<file path="config.mk">
export PLATFORM = sky130hd
export DESIGN_NAME = dcache
export DESIGN_NICKNAME = d
export VERILOG_FILES = /design/src/rtl/dcache_pkg.sv /design/src/rtl/dcache_array.sv /design/src/rtl/dcache.sv
export SDC_FILE = /design/constraint.sdc
export NUM_CORES = 2
export LEC_CHECK = 0
export CAP_MARGIN = 20
export CORE_UTILIZATION = 60
export DETAILED_ROUTE_END_ITERATION = 8
export PLACE_DENSITY = 0.8
export SYNTH_ARGS = -nofsm -noshare
export SYNTH_HDL_FRONTEND = slang
export SYNTH_HIERARCHICAL = 1
export SYNTH_SLANG_ARGS = --single-unit
export TNS_END_PERCENT = 5
</file>
<file path="constraint.sdc">
create_clock -name CLK -period 7.6 [get_ports CLK]
set_input_delay 0.76 -clock CLK [delete_from_list [all_inputs] [get_ports CLK]]
set_output_delay 0.76 -clock CLK [all_outputs]
set_load 0.005 [all_outputs]
</file>
<file path="src/rtl/dcache_pkg.sv">
// Shared types, field widths and address slicing for the direct-mapped data cache.
// The field widths describe a 32-bit byte address: 25-bit tag, 3-bit index, 2-bit word offset, 2-bit byte offset.
package dcache_pkg;

  localparam int INDEX_BITS  = 3;
  localparam int OFFSET_BITS = 2;
  localparam int TAG_BITS    = 32 - INDEX_BITS - OFFSET_BITS - 2;
  localparam int BLOCK_BITS  = 128;
  localparam int LINES       = 1 << INDEX_BITS;

  typedef enum logic [1:0] {
    IDLE,
    WRITEBACK,
    FETCH,
    REFILL
  } state_e;

  function automatic logic [TAG_BITS-1:0] addr_tag(input logic [31:0] addr);
    return addr[31 -: TAG_BITS];
  endfunction

  function automatic logic [INDEX_BITS-1:0] addr_index(input logic [31:0] addr);
    return addr[OFFSET_BITS+2 +: INDEX_BITS];
  endfunction

  function automatic logic [OFFSET_BITS-1:0] addr_offset(input logic [31:0] addr);
    return addr[2 +: OFFSET_BITS];
  endfunction

endpackage

</file>
<file path="src/rtl/dcache_array.sv">
// Line storage (valid/dirty/tag/data): combinational read of one line, synchronous write.
// A block refill takes priority over a word write; reset clears valid and dirty only.
module dcache_array
  import dcache_pkg::*;
(
  input  logic                   clk,
  input  logic                   rst,
  input  logic [INDEX_BITS-1:0]  index,
  output logic                   rd_valid,
  output logic                   rd_dirty,
  output logic [TAG_BITS-1:0]    rd_tag,
  output logic [BLOCK_BITS-1:0]  rd_data,
  input  logic                   word_we,
  input  logic [OFFSET_BITS-1:0] word_offset,
  input  logic [31:0]            word_data,
  input  logic                   refill_we,
  input  logic [TAG_BITS-1:0]    refill_tag,
  input  logic [BLOCK_BITS-1:0]  refill_data
);

  logic [LINES-1:0]      valid_q, valid_d;
  logic [LINES-1:0]      dirty_q, dirty_d;
  logic [TAG_BITS-1:0]   tag_q  [LINES];
  logic [TAG_BITS-1:0]   tag_d  [LINES];
  logic [BLOCK_BITS-1:0] data_q [LINES];
  logic [BLOCK_BITS-1:0] data_d [LINES];

  assign rd_valid = valid_q[index];
  assign rd_dirty = dirty_q[index];
  assign rd_tag   = tag_q[index];
  assign rd_data  = data_q[index];

  always_comb begin
    valid_d = valid_q;
    dirty_d = dirty_q;
    tag_d   = tag_q;
    data_d  = data_q;
    if (refill_we) begin
      valid_d[index] = 1'b1;
      dirty_d[index] = 1'b0;
      tag_d[index]   = refill_tag;
      data_d[index]  = refill_data;
    end else if (word_we) begin
      dirty_d[index] = 1'b1;
      data_d[index][{word_offset, 5'd0} +: 32] = word_data;
    end
  end

  always_ff @(posedge clk) begin
    if (rst) begin
      valid_q <= '0;
      dirty_q <= '0;
    end else begin
      valid_q <= valid_d;
      dirty_q <= dirty_d;
    end
    tag_q  <= tag_d;
    data_q <= data_d;
  end

endmodule

</file>
<file path="src/rtl/dcache.sv">
// Write-back, write-allocate direct-mapped cache: hits complete in-cycle; a miss stalls via BUSYWAIT
// for detect + optional write-back + fetch + refill, each memory phase ending on the first MEM_BUSYWAIT-low cycle.
module dcache
  import dcache_pkg::*;
#(
  parameter int INDEX_BITS  = 3,
  parameter int OFFSET_BITS = 2,
  parameter int TAG_BITS    = 32 - INDEX_BITS - OFFSET_BITS - 2
) (
  input  logic         CLK,
  input  logic         RESET,
  input  logic         READ,
  input  logic         WRITE,
  input  logic [31:0]  ADDRESS,
  input  logic [31:0]  WRITE_DATA,
  output logic [31:0]  READ_DATA,
  output logic         BUSYWAIT,
  output logic         MEM_READ,
  output logic         MEM_WRITE,
  output logic [27:0]  MEM_ADDRESS,
  output logic [127:0] MEM_WRITEDATA,
  input  logic [127:0] MEM_READDATA,
  input  logic         MEM_BUSYWAIT
);

  state_e                state_q, state_d;
  logic                  mem_read_q, mem_read_d;
  logic                  mem_write_q, mem_write_d;
  logic [BLOCK_BITS-1:0] fill_q, fill_d;
  logic [31:0]           miss_addr_q, miss_addr_d;

  logic [31:0]           cur_addr;
  logic [TAG_BITS-1:0]   req_tag;
  logic [INDEX_BITS-1:0] req_index;
  logic [OFFSET_BITS-1:0] req_offset;
  logic                  rd_valid, rd_dirty, hit, req, word_we, refill_we;
  logic [TAG_BITS-1:0]   rd_tag;
  logic [BLOCK_BITS-1:0] rd_data;

  // The latched miss address keeps the fill on track even if the CPU drops its request.
  assign cur_addr   = (state_q == IDLE) ? ADDRESS : miss_addr_q;
  assign req_tag    = addr_tag(cur_addr);
  assign req_index  = addr_index(cur_addr);
  assign req_offset = addr_offset(ADDRESS);

  dcache_array u_array (
    .clk         (CLK),
    .rst         (RESET),
    .index       (req_index),
    .rd_valid    (rd_valid),
    .rd_dirty    (rd_dirty),
    .rd_tag      (rd_tag),
    .rd_data     (rd_data),
    .word_we     (word_we),
    .word_offset (req_offset),
    .word_data   (WRITE_DATA),
    .refill_we   (refill_we),
    .refill_tag  (req_tag),
    .refill_data (fill_q)
  );

  assign req       = READ || WRITE;
  assign hit       = rd_valid && (rd_tag == req_tag);
  assign word_we   = (state_q == IDLE) && WRITE && hit;
  assign refill_we = (state_q == REFILL);

  assign BUSYWAIT      = (state_q != IDLE) || (req && !hit);
  assign READ_DATA     = rd_data[{req_offset, 5'd0} +: 32];
  assign MEM_READ      = mem_read_q;
  assign MEM_WRITE     = mem_write_q;
  assign MEM_ADDRESS   = (state_q == WRITEBACK) ? {rd_tag, req_index} : miss_addr_q[31:4];
  assign MEM_WRITEDATA = rd_data;

  always_comb begin
    state_d     = state_q;
    mem_read_d  = mem_read_q;
    mem_write_d = mem_write_q;
    fill_d      = fill_q;
    miss_addr_d = miss_addr_q;
    case (state_q)
      IDLE: begin
        if (req && !hit) begin
          miss_addr_d = ADDRESS;
          if (rd_valid && rd_dirty) begin
            state_d     = WRITEBACK;
            mem_write_d = 1'b1;
          end else begin
            state_d    = FETCH;
            mem_read_d = 1'b1;
          end
        end
      end
      WRITEBACK: begin
        if (!MEM_BUSYWAIT) begin
          state_d     = FETCH;
          mem_write_d = 1'b0;
          mem_read_d  = 1'b1;
        end
      end
      FETCH: begin
        if (!MEM_BUSYWAIT) begin
          state_d    = REFILL;
          mem_read_d = 1'b0;
          fill_d     = MEM_READDATA;
        end
      end
      REFILL:  state_d = IDLE;
      default: state_d = IDLE;
    endcase
  end

  always_ff @(posedge CLK) begin
    if (RESET) begin
      state_q     <= IDLE;
      mem_read_q  <= 1'b0;
      mem_write_q <= 1'b0;
    end else begin
      state_q     <= state_d;
      mem_read_q  <= mem_read_d;
      mem_write_q <= mem_write_d;
    end
    fill_q      <= fill_d;
    miss_addr_q <= miss_addr_d;
  end

endmodule

</file>
==> metrics.txt <==
# hold bufs at CTS=0; Global Route Usage Sum=0.381; Die Ht=332 um; Final Instance Count excl. Fillers=approximately 6000; pwr dens=between 200 and 300 nW/um^2; Max FO, Critical Path=between 70 and 80; Fmax=142 MHz; Final nets=4672; Critical Path End Type=primary output; Post-DP HPWL=122 mm; CTS Buffer Depth=3; Startpoint Class=flop; num rows=120; final worst slack=564 ps; Post-Route Utilization=0.695; core area=108000 um^2; total grt overflow=0; pin count of the biggest net entering global routing=172; Post-route DRC=0; # port buffers=just under 400; synth-to-layout area growth=14.2%; DRT antenna net count=0; TritonCTS clock tree=built; Reg clk slew, reported paths=60 ps; Root Buffer Master=clkbuf_16; Clock H-tree levels=4; Leak=between 20 and 30 nW; FF/Latch Area=41800 um^2; Synth cell types=67; synthesis-stage register bit count=1400; Vias=43356; MaxCap Viol Count=0; average wire per standard cell=around 35 um; vias in the first global route=about 43000; Req. time, crit path=6840 ps; Pins Over Slew Limit=0; Crit. Startpoint=state_q[0]; Clock Latency Late Sink=790 ps; gp weighted congestion=0.920; first-pass GRT wire length=298 mm; CTS Sinks=1400; slew margin rel.=0.143; cell count after synthesis=4293; Top FF cell, synth=edfxtp_1; crit share post-route=0.926; total power=around 22 mW; routed wire length=211 mm; vias per cell=7.24; setup repair after global routing missed its margin=false; clock skew=44.0 ps; dpl ws=1020 ps; DIE AREA=~110000 um^2; final setup violation count=0; Detailed Routing Iterations Pass 1=7; Filler Cell Count=6851; synth warn=6; # placed instances=5719; TNS Setup=0 ps; Slew @ Worst Pin=approximately 1300 ps; Multi-input gate area=21400 um^2; Fin. Hold Viols=0; Seq/Total Area, Yosys=0.640; Mean Syn Cell Area=between 15 and 20 um^2; outcome=completed; Post-synth EDFFs=1380; initial core utilization=0.608; Post-CTS Setup Bufs=0; cell area after synthesis=65400 um^2; Ports=388; ys async rst share=0; synthesized net count=4500; peak supply drop=0.000328 V; min cycle time layout=7040 ps; Hold Crit Start=u_array/valid_q[0]; post_cts resized=0; class of the tightest hold or removal check=flop to flop; R2R Path Start=state_q[0]; antenna violations before repair=23; WP data arrival=6280 ps; CTS Buf Count=approximately 150; layout cells sized above 1=0.210; Setup CP Type=flop to primary output; Die X-Extent=332 um; DRT iter0 DRCs=7356
## per-stage QoR
step           hold slack [ps]  instance area (um^2)
2_1_floorplan              435                 65400
3_3_place_gp               447                 70000
3_5_place_dp               462                 70000
4_1_cts                    475                 74700
5_1_grt                    511                 74700
6_report                   480                 74700
## critical path, cell delays in order (launching register included)
cell and delay (ps):
dfxtp_1 350, inv_1 150, ha_2 410, mux2_8 770, buf_4 870, buf_4 770
mux4_2 610, mux2_2 360, mux4_2 540, clkdlybuf4s50_1 520
## report_power, final
part / leakage [nW] / internal (mW) / switching [mW]
registers: 14.4 / 8.82 / 0.277
logic: 8.74 / 2.57 / 3.47
clock network: 2.25 / 3.98 / 3.06
## synthesized netlist by cell type (17+ instances only)
cell type	n	area, um^2
xor2_1	24	210
clkbuf_1	175	657
a22o_1	479	4200
edfxtp_1	1380	41400
nand2b_1	17	106
mux4_2	342	7700
buf_2	165	826
dfxtp_1	20	400
buf_1	57	214
mux2_2	204	2300
o21ai_1	186	931
buf_4	69	518
nand2_1	516	1940
nor2b_1	42	263
a22oi_1	24	180
o21ai_0	224	1120
buf_6	23	259
nor2_1	169	634
## final cells by class
cell class                 count  area share
tap                         1403      0.0235
sequential                  1400       0.560
clock buffer                 180      0.0510
clock inverter                81      0.0113
inverter                      14    0.000938
multi-input combinational   2390       0.287
timing repair buffer         514      0.0661
antenna                        8    0.000268
## kinds of logic after synthesis
logic type	share of synthesized area
mux	0.155
buf+inv	0.0386
compound gates	0.105
simple gates	0.0567
flops	0.640
xor+xnor	0.00321
fa+ha+maj	0.00191
## layer usage
metal | vias up | wire length (um) | track usage
met1 | 21264 | 68000 | 0.486
met5 | - | 142 | 0
met3 | 756 | 36600 | 0.152
met4 | 22 | 13900 | 0.230
met2 | 4107 | 92700 | 0.549
li1 | 17207 | - | -
## cells in the final DEF (no fill, tap or decap), types with 9 or more instances in the layout
master | synthesis | layout
dfxtp_1 | 20 | 20
clkinv_2 | 0 | 21
inv_1 | 10 | 10
xor2_1 | 24 | 24
clkbuf_16 | 0 | 147
bufinv_16 | 0 | 11
mux2_4 | 9 | 9
nand2_1 | 516 | 509
o21ai_0 | 224 | 216
mux4_2 | 342 | 342
mux2_2 | 204 | 201
a22o_1 | 479 | 479
nor2_1 | 169 | 163
a22oi_1 | 24 | 24
clkinv_1 | 0 | 25
nor2b_1 | 42 | 41
nand4_1 | 12 | 12
buf_4 | 69 | 118
buf_12 | 0 | 9
a21oi_1 | 15 | 15
clkbuf_1 | 175 | 32
nand2b_1 | 17 | 17
o21ai_1 | 186 | 186
edfxtp_1 | 1380 | 1380
clkdlybuf4s50_1 | 0 | 383
nand3_1 | 12 | 12
## registers in the layout (all words and copies together) (netlist names), named ones only
register and count:
u_array/data_q 1024, MEM_READ 1, miss_addr_q 28, MEM_WRITE 1, state_q 2, u_array/tag_q 200
u_array/valid_q 8, fill_q 128
## worst paths after layout
kind / slack [ps] / depth (start not counted) / to
setup / recovery: 560 / 9 / READ_DATA[22]
hold / removal: 480 / 2 / u_array/valid_q[0]
setup reg to reg: 1350 / 13 / u_array/data_q[803]
hold reg to reg: 480 / 2 / u_array/valid_q[0]
Power figures use the tool's default switching activity.
